`config.mk`:
```
export PLATFORM = sky130hd
export DESIGN_NAME = execute_unit
export DESIGN_NICKNAME = d
export VERILOG_FILES = /design/src/rtl/riskiv_pkg.sv /design/src/rtl/execute_unit_alu_core.sv /design/src/rtl/execute_unit.sv
export SDC_FILE = /design/constraint.sdc
export NUM_CORES = 1
export LEC_CHECK = 0
export BUFFER_PORTS_ARGS = -buffer_cell sky130_fd_sc_hd__buf_2
export CAP_MARGIN = 10
export CORE_ASPECT_RATIO = 1.25
export CORE_UTILIZATION = 50
export CTS_CLUSTER_SIZE = 16
export DETAILED_ROUTE_END_ITERATION = 10
export PLACE_DENSITY = 0.76
export SYNTH_ARGS = -nofsm -noshare
export SYNTH_HDL_FRONTEND = slang
export SYNTH_SLANG_ARGS = --single-unit
```
`constraint.sdc`:
```
create_clock -name clk -period 7 [get_ports clk]
set_clock_uncertainty 0.15 [all_clocks]
set_input_delay 1.05 -clock clk [delete_from_list [all_inputs] [get_ports clk]]
set_output_delay 1.05 -clock clk [all_outputs]
set_load 0.01 [all_outputs]
```
`src/rtl/riskiv_pkg.sv`:
```
// Shared definitions for the RISK-IV execute stage: widths, opcodes,
// status-register bit positions and the registered result bundle.
package riskiv_pkg;

  localparam int WORD       = 16;
  localparam int OPSIZE     = 5;
  localparam int SREG_FLAGS = 4;

  // Opcode encodings (instr[15:11]); 17..31 are unused and behave as NOP.
  localparam logic [OPSIZE-1:0] OP_NOP  = 5'd0;
  localparam logic [OPSIZE-1:0] OP_LDI  = 5'd1;
  localparam logic [OPSIZE-1:0] OP_MOV  = 5'd2;
  localparam logic [OPSIZE-1:0] OP_ADD  = 5'd3;
  localparam logic [OPSIZE-1:0] OP_SUB  = 5'd4;
  localparam logic [OPSIZE-1:0] OP_AND  = 5'd5;
  localparam logic [OPSIZE-1:0] OP_OR   = 5'd6;
  localparam logic [OPSIZE-1:0] OP_XOR  = 5'd7;
  localparam logic [OPSIZE-1:0] OP_NOT  = 5'd8;
  localparam logic [OPSIZE-1:0] OP_INC  = 5'd9;
  localparam logic [OPSIZE-1:0] OP_DEC  = 5'd10;
  localparam logic [OPSIZE-1:0] OP_CMP  = 5'd11;
  localparam logic [OPSIZE-1:0] OP_LD   = 5'd12;
  localparam logic [OPSIZE-1:0] OP_ST   = 5'd13;
  localparam logic [OPSIZE-1:0] OP_JMP  = 5'd14;
  localparam logic [OPSIZE-1:0] OP_RJMP = 5'd15;
  localparam logic [OPSIZE-1:0] OP_BREQ = 5'd16;

  // Status register bit indices.
  localparam int SREG_Z = 0;
  localparam int SREG_N = 1;
  localparam int SREG_C = 2;
  localparam int SREG_V = 3;

  // Everything the write-back stages consume, registered as one bundle.
  typedef struct packed {
    logic [WORD-1:0] sreg;
    logic            flag_update;
    logic [WORD-1:0] reg_write_val;
    logic [2:0]      reg_write_code;
    logic            reg_wb;
    logic [WORD-1:0] mem_write_val;
    logic [WORD-1:0] mem_write_addr;
    logic            mem_wb;
    logic [WORD-1:0] pc_jump_loc;
    logic [WORD-1:0] pc_jump_inc;
    logic            jump;
    logic            rjump;
  } exec_out_t;

  // Opcodes that produce new status flags (ADD through CMP).
  function automatic logic is_flag_op(input logic [OPSIZE-1:0] op);
    return (op >= OP_ADD) && (op <= OP_CMP);
  endfunction

endpackage

```
`src/rtl/execute_unit_alu_core.sv`:
```
// Combinational ALU: computes the result of an arithmetic/logic opcode
// on two operands together with the Z/N/C/V flags it produces.
module alu_core
  import riskiv_pkg::*;
(
  input  logic [OPSIZE-1:0]     op,
  input  logic [WORD-1:0]       a,
  input  logic [WORD-1:0]       b,
  output logic [WORD-1:0]       result,
  output logic [SREG_FLAGS-1:0] flags
);

  localparam int MSB = WORD - 1;

  logic [WORD:0] ext;
  logic          carry;
  logic          ovf;

  // Operation select; C is carry for ADD and borrow for SUB/CMP/DEC.
  always_comb begin
    ext    = '0;
    result = a;
    carry  = 1'b0;
    ovf    = 1'b0;
    case (op)
      OP_ADD: begin
        ext    = {1'b0, a} + {1'b0, b};
        result = ext[WORD-1:0];
        carry  = ext[WORD];
        ovf    = (a[MSB] == b[MSB]) && (result[MSB] != a[MSB]);
      end
      OP_SUB, OP_CMP: begin
        ext    = {1'b0, a} - {1'b0, b};
        result = ext[WORD-1:0];
        carry  = ext[WORD];
        ovf    = (a[MSB] != b[MSB]) && (result[MSB] != a[MSB]);
      end
      OP_AND: result = a & b;
      OP_OR:  result = a | b;
      OP_XOR: result = a ^ b;
      OP_NOT: result = ~a;
      OP_INC: begin
        result = a + WORD'(1);
        ovf    = result[MSB] & ~a[MSB];
      end
      OP_DEC: begin
        ext    = {1'b0, a} - {{WORD{1'b0}}, 1'b1};
        result = ext[WORD-1:0];
        carry  = ext[WORD];
        ovf    = a[MSB] & ~result[MSB];
      end
      default: result = a;
    endcase
  end

  // Flag vector in status-register bit order.
  always_comb begin
    flags         = '0;
    flags[SREG_Z] = (result == '0);
    flags[SREG_N] = result[MSB];
    flags[SREG_C] = carry;
    flags[SREG_V] = ovf;
  end

endmodule

```
`src/rtl/execute_unit.sv`:
```
// Decode/execute stage of the RISK-IV CPU. Decodes the opcode, uses the
// ALU for arithmetic/logic, and registers the write-back bundle on each
// execute trigger. Outputs hold between triggers.
module execute_unit
  import riskiv_pkg::*;
(
  input  logic              clk,
  input  logic              rst,
  input  logic              dne_tr,
  input  logic [OPSIZE-1:0] opcode,
  input  logic [2:0]        reg1_code,
  input  logic [2:0]        reg2_code,
  input  logic [WORD-1:0]   imm,
  input  logic [WORD-1:0]   SREG_in,
  input  logic [WORD-1:0]   mem_read_data,
  input  logic [WORD-1:0]   reg1_input_data,
  input  logic [WORD-1:0]   reg2_input_data,
  output logic [WORD-1:0]   SREG_out,
  output logic              flag_update,
  output logic [WORD-1:0]   reg_write_val,
  output logic [2:0]        reg_write_code,
  output logic              reg_wb,
  output logic [WORD-1:0]   mem_write_val,
  output logic [WORD-1:0]   mem_write_addr,
  output logic              mem_wb,
  output logic [WORD-1:0]   PC_jump_loc,
  output logic [WORD-1:0]   PC_jump_inc,
  output logic              jump,
  output logic              rjump
);

  logic [WORD-1:0]       alu_result;
  logic [SREG_FLAGS-1:0] alu_flags;
  exec_out_t             out_reg;
  exec_out_t             out_next;

  // Operand values already arrive from the register file, so the source
  // register number itself is not needed here.
  logic unused_reg2_code;
  assign unused_reg2_code = ^reg2_code;

  alu_core u_alu (
    .op     (opcode),
    .a      (reg1_input_data),
    .b      (reg2_input_data),
    .result (alu_result),
    .flags  (alu_flags)
  );

  // Decode: start from a cleared bundle, then set only what the opcode needs.
  always_comb begin
    out_next                = '0;
    out_next.sreg           = SREG_in;
    out_next.reg_write_code = reg1_code;
    if (is_flag_op(opcode)) begin
      out_next.sreg        = {SREG_in[WORD-1:SREG_FLAGS], alu_flags};
      out_next.flag_update = 1'b1;
    end
    case (opcode)
      OP_LDI: begin
        out_next.reg_wb        = 1'b1;
        out_next.reg_write_val = imm;
      end
      OP_MOV: begin
        out_next.reg_wb        = 1'b1;
        out_next.reg_write_val = reg2_input_data;
      end
      OP_ADD, OP_SUB, OP_AND, OP_OR, OP_XOR, OP_NOT, OP_INC, OP_DEC: begin
        out_next.reg_wb        = 1'b1;
        out_next.reg_write_val = alu_result;
      end
      OP_LD: begin
        out_next.reg_wb        = 1'b1;
        out_next.reg_write_val = mem_read_data;
      end
      OP_ST: begin
        out_next.mem_wb         = 1'b1;
        out_next.mem_write_val  = reg1_input_data;
        out_next.mem_write_addr = imm;
      end
      OP_JMP: begin
        out_next.jump        = 1'b1;
        out_next.pc_jump_loc = imm;
      end
      OP_RJMP: begin
        out_next.rjump       = 1'b1;
        out_next.pc_jump_inc = imm;
      end
      OP_BREQ: begin
        if (SREG_in[SREG_Z]) begin
          out_next.rjump       = 1'b1;
          out_next.pc_jump_inc = imm;
        end
      end
      default: ;
    endcase
  end

  // Output register: reset wins over the trigger; otherwise load on dne_tr.
  always_ff @(posedge clk) begin
    if (rst) begin
      out_reg <= '0;
    end else if (dne_tr) begin
      out_reg <= out_next;
    end
  end

  assign SREG_out       = out_reg.sreg;
  assign flag_update    = out_reg.flag_update;
  assign reg_write_val  = out_reg.reg_write_val;
  assign reg_write_code = out_reg.reg_write_code;
  assign reg_wb         = out_reg.reg_wb;
  assign mem_write_val  = out_reg.mem_write_val;
  assign mem_write_addr = out_reg.mem_write_addr;
  assign mem_wb         = out_reg.mem_wb;
  assign PC_jump_loc    = out_reg.pc_jump_loc;
  assign PC_jump_inc    = out_reg.pc_jump_inc;
  assign jump           = out_reg.jump;
  assign rjump          = out_reg.rjump;

endmodule

```
==> results.cfg <==
[outcome]
status = complete, no violations

[yosys]
mappedNetlistNets = 1154
post_synth.cell_area_avg_sq_um = 7.65
synthesis.area_sq_um = 7680
synth-edff-count = 0
synth_seq_area_share_pct = 27.1
yosysWarningCount = 0
ys_dominant_reg_cell = sky130_fd_sc_hd__dfxtp_1
postSynthRegisterBits = 104
synthCells = 1003
async_flop_share_pct = 0
netlist-cell-type-count = 74

[placed_design]
place.detailed.instances = 1309
hpwl_dp_microns = 20600
io_buffers = 194
detailedPlace.worstSlack_ns = 2.00
weighted_congestion_at_the_end_of_routability_driven_global_placement = 0.977

[worst_setup_path]
crit_type = in2reg
critical_path.slowest_cell = sky130_fd_sc_hd__a221oi_1
crit_required_ns = 7.11
crit_fanout = 7
start_kind = input port
delay_of_the_slowest_critical_path_stage_ns = 0.63
family_with_the_most_delay_on_the_worst_path = compound AO/OA/AOI/OAI gates
cp.depth = 14
cp.buffers_inverters = 2
crit_path_cell_trace = buf_2, inv_1, ha_1, fa_1, o21bai_1, o211ai_1, a21oi_1, a211oi_2, a221o_1, a221oi_1, nand3_1, nor4_2, nor2_1, o41ai_2
sort_of_element_at_the_end_of_the_critical_path = register
worst_reg_to_reg_path_cell_count = 8
cp_data_arrival_time_ns = 4.90

[cells_and_area]
diodes = 0
fillerInstances = 1416
share_of_cells_above_drive_strength_1_pct = 21.4
finish.net_count = 1289
layout.cells.non_filler = 1324
layout-area-overhead-vs-synth_pct = 16.3

[route]
ant_nets = 0
drc = 0
vias = 8683
router_iterations_before_antenna_repair = 5
wl_per_cell_microns = 21.2
detailedRoute.firstIterationViolations = 834
detailed_route_wire_length_microns = 28000
route.detailed.vias_per_inst = 6.56

[sta]
pins_over_their_slew_limit = 0
fin_setup_tns_ns = 0
report.final.setup_viol = 0
max_fclk_mhz = 209
setup_ws_ns = 2.21
hold_viol = 0
max_slew_margin_pct = 18.3
rsz_0062_raised_after_global_routing = no
layout_min_cycle_time_ns = 4.79
fin_crit_sh_pct = 68.4
timing_worst_slew_pin_value_ns = 1.22

[clock_network]
cts.sinks = 104
cts.reportedPaths.clkPinSlew_ns = 0.08
cts_tree = built
buffer_cell_driving_the_clock_tree_root = sky130_fd_sc_hd__clkbuf_16
cts_buffers = 9
cts-resized-gates = 0
clk_path_buf_depth = 2
post-cts-setup-buffer-count = 0
clkLatencyLatePin_ns = 0.35
post_cts_hold_buffer_count = 0
cts-htree-levels = 3

[grt]
grt_remaining_overflow = 0
grt_pass1_vias = 8034
initial_antenna_violation_count = 0
maximum_number_of_pins_on_one_net_before_global_route_repair = 88
grt.total_usage_pct = 34.5
grt_first_pass_wirelength_microns = 42900

[pwr]
pwr-share-seq_pct = 41.1
worst_ir_drop_vdd_mv = 0.154
cellLeakagePower_nw = 3.93
switching_share_pct = 33.6
cellInternalPower_mw = 0.982
power_per_cell_area_nw_per_um2 = 166
clock_power_share_pct = 33.1
combPwrFrac_pct = 25.8
p_switching_mw = 0.497

[die]
io_pins = 198
die_height_microns = 141
core_region_area_sq_um = 15000
num_rows = 50
dieArea_sq_um = 15900
initial_core_util_pct = 51.1
chipWidth_microns = 113

[flow_run]
maxCapViolCount = 0

[hold_path]
hold_path_depth = 2
hp-class = reg2reg
[per-layer routing]
layer,track usage (%),vias to the layer above,routed length (microns)
li1,-,3985,-
met2,55.8,502,13100
met4,17.6,0,1130
met1,43.6,4110,10900
met5,0,-,0
met3,6.71,86,2940
[cells by family after synthesis]
group           count (synthesis)  synth area share (%)
compound gates                336                  31.1
xor+xnor                       15                  1.71
fa+ha+maj                      57                  9.49
buf+inv                       134                  7.19
flops                         104                  27.1
mux                            18                  2.35
simple gates                  339                  21.1
[layout make-up]
class	count	area [sq um]	share of cell area, %
clock inverters	6	62.6	0.701
inverters	52	195	2.19
flip-flops and latches	104	2080	23.3
multi-input cells	765	5070	56.8
well taps	182	228	2.55
repair buffers	206	1060	11.9
clock buffers	9	225	2.52
[power by group through the flow]
stage	Sequential [mW]	Clock (mW)	Combinational, mW
floorplan	0.628	0	0.238
global placement	0.622	0	0.366
detailed placement	0.622	0	0.369
CTS	0.608	0.498	0.371
global route	0.610	0.520	0.409
finish	0.608	0.489	0.382
[cells in the final DEF, fill, tap and decap left out, drive strengths merged, types with 4 or more instances in the layout]
cell and count:
buf 206, nor2 159, dfxtp 104, a22oi 74
a21oi 70, inv 56, ha 55, nand2 50
o21ai 46, nor3 32, mux2i 18, a222oi 16
nor4 16, nand3 15, a221oi 14, a211oi 14
xnor2 12, a21o 11, nand2b 10, o211ai 9
a221o 9, clkbuf 9, or3 8, nand4 8
o221ai 7, nor2b 7, a211o 7, a31oi 7
o21bai 6, o22ai 6, and2 6, or4 5
and3 5, o2111ai 5, a22o 4, or3b 4
o311ai 4
[Yosys cell counts, types with 14 or more instances]
cell type                  instances  area share, %
sky130_fd_sc_hd__clkbuf_1         52            2.5
sky130_fd_sc_hd__nand2_1          50            2.4
sky130_fd_sc_hd__a222oi_1         16            2.1
sky130_fd_sc_hd__ha_1             55            9.0
sky130_fd_sc_hd__a21oi_1          70            4.6
sky130_fd_sc_hd__a221oi_1         14            1.6
sky130_fd_sc_hd__a22oi_1          74            7.2
sky130_fd_sc_hd__nand3_1          15           0.98
sky130_fd_sc_hd__nor2_1          159            7.8
sky130_fd_sc_hd__buf_2            21            1.4
sky130_fd_sc_hd__mux2i_1          18            2.3
sky130_fd_sc_hd__o21ai_0          43            2.8
sky130_fd_sc_hd__inv_1            50            2.4
sky130_fd_sc_hd__nor3_1           32            2.1
sky130_fd_sc_hd__dfxtp_1         104             27
[worst register-to-register path, delay by kind of cell, from the launching register on]
family	cells	cell delay, ns
AOI/OAI and AO/OA	2	0.49
DFF	1	0.38
and+or+nand+nor	6	1.08
[state kept, by name (all words and copies together), names as in the netlist]
register,flops
PC_jump_inc,16
PC_jump_loc,16
SREG_out,16
flag_update,1
jump,1
mem_wb,1
mem_write_addr,16
mem_write_val,16
reg_wb,1
reg_write_code,3
reg_write_val,16
rjump,1
[through the flow]
step | total power [mW] | utilization [%] | hold WS [ns] | cell area [sq um]
2_1_floorplan | 0.866 | - | 0.336 | 7680
3_3_place_gp | 0.987 | 57.5 | 0.298 | 8640
3_5_place_dp | 0.990 | 57.5 | 0.302 | 8640
4_1_cts | 1.48 | 59.5 | 0.313 | 8930
5_1_grt | 1.54 | 59.5 | 0.324 | 8930
6_report | 1.48 | 59.5 | 0.310 | 8930
[path summary, 6_finish.rpt]
path | to | start | slack, ns
min | reg_write_val[14] | reg_write_val[14] | 0.31
max | SREG_out[0] | reg1_input_data[0] | 2.21
min reg2reg | reg_write_val[14] | reg_write_val[14] | 0.31
max reg2reg | SREG_out[0] | SREG_out[0] | 4.81
(Power assumes the default switching activity.)
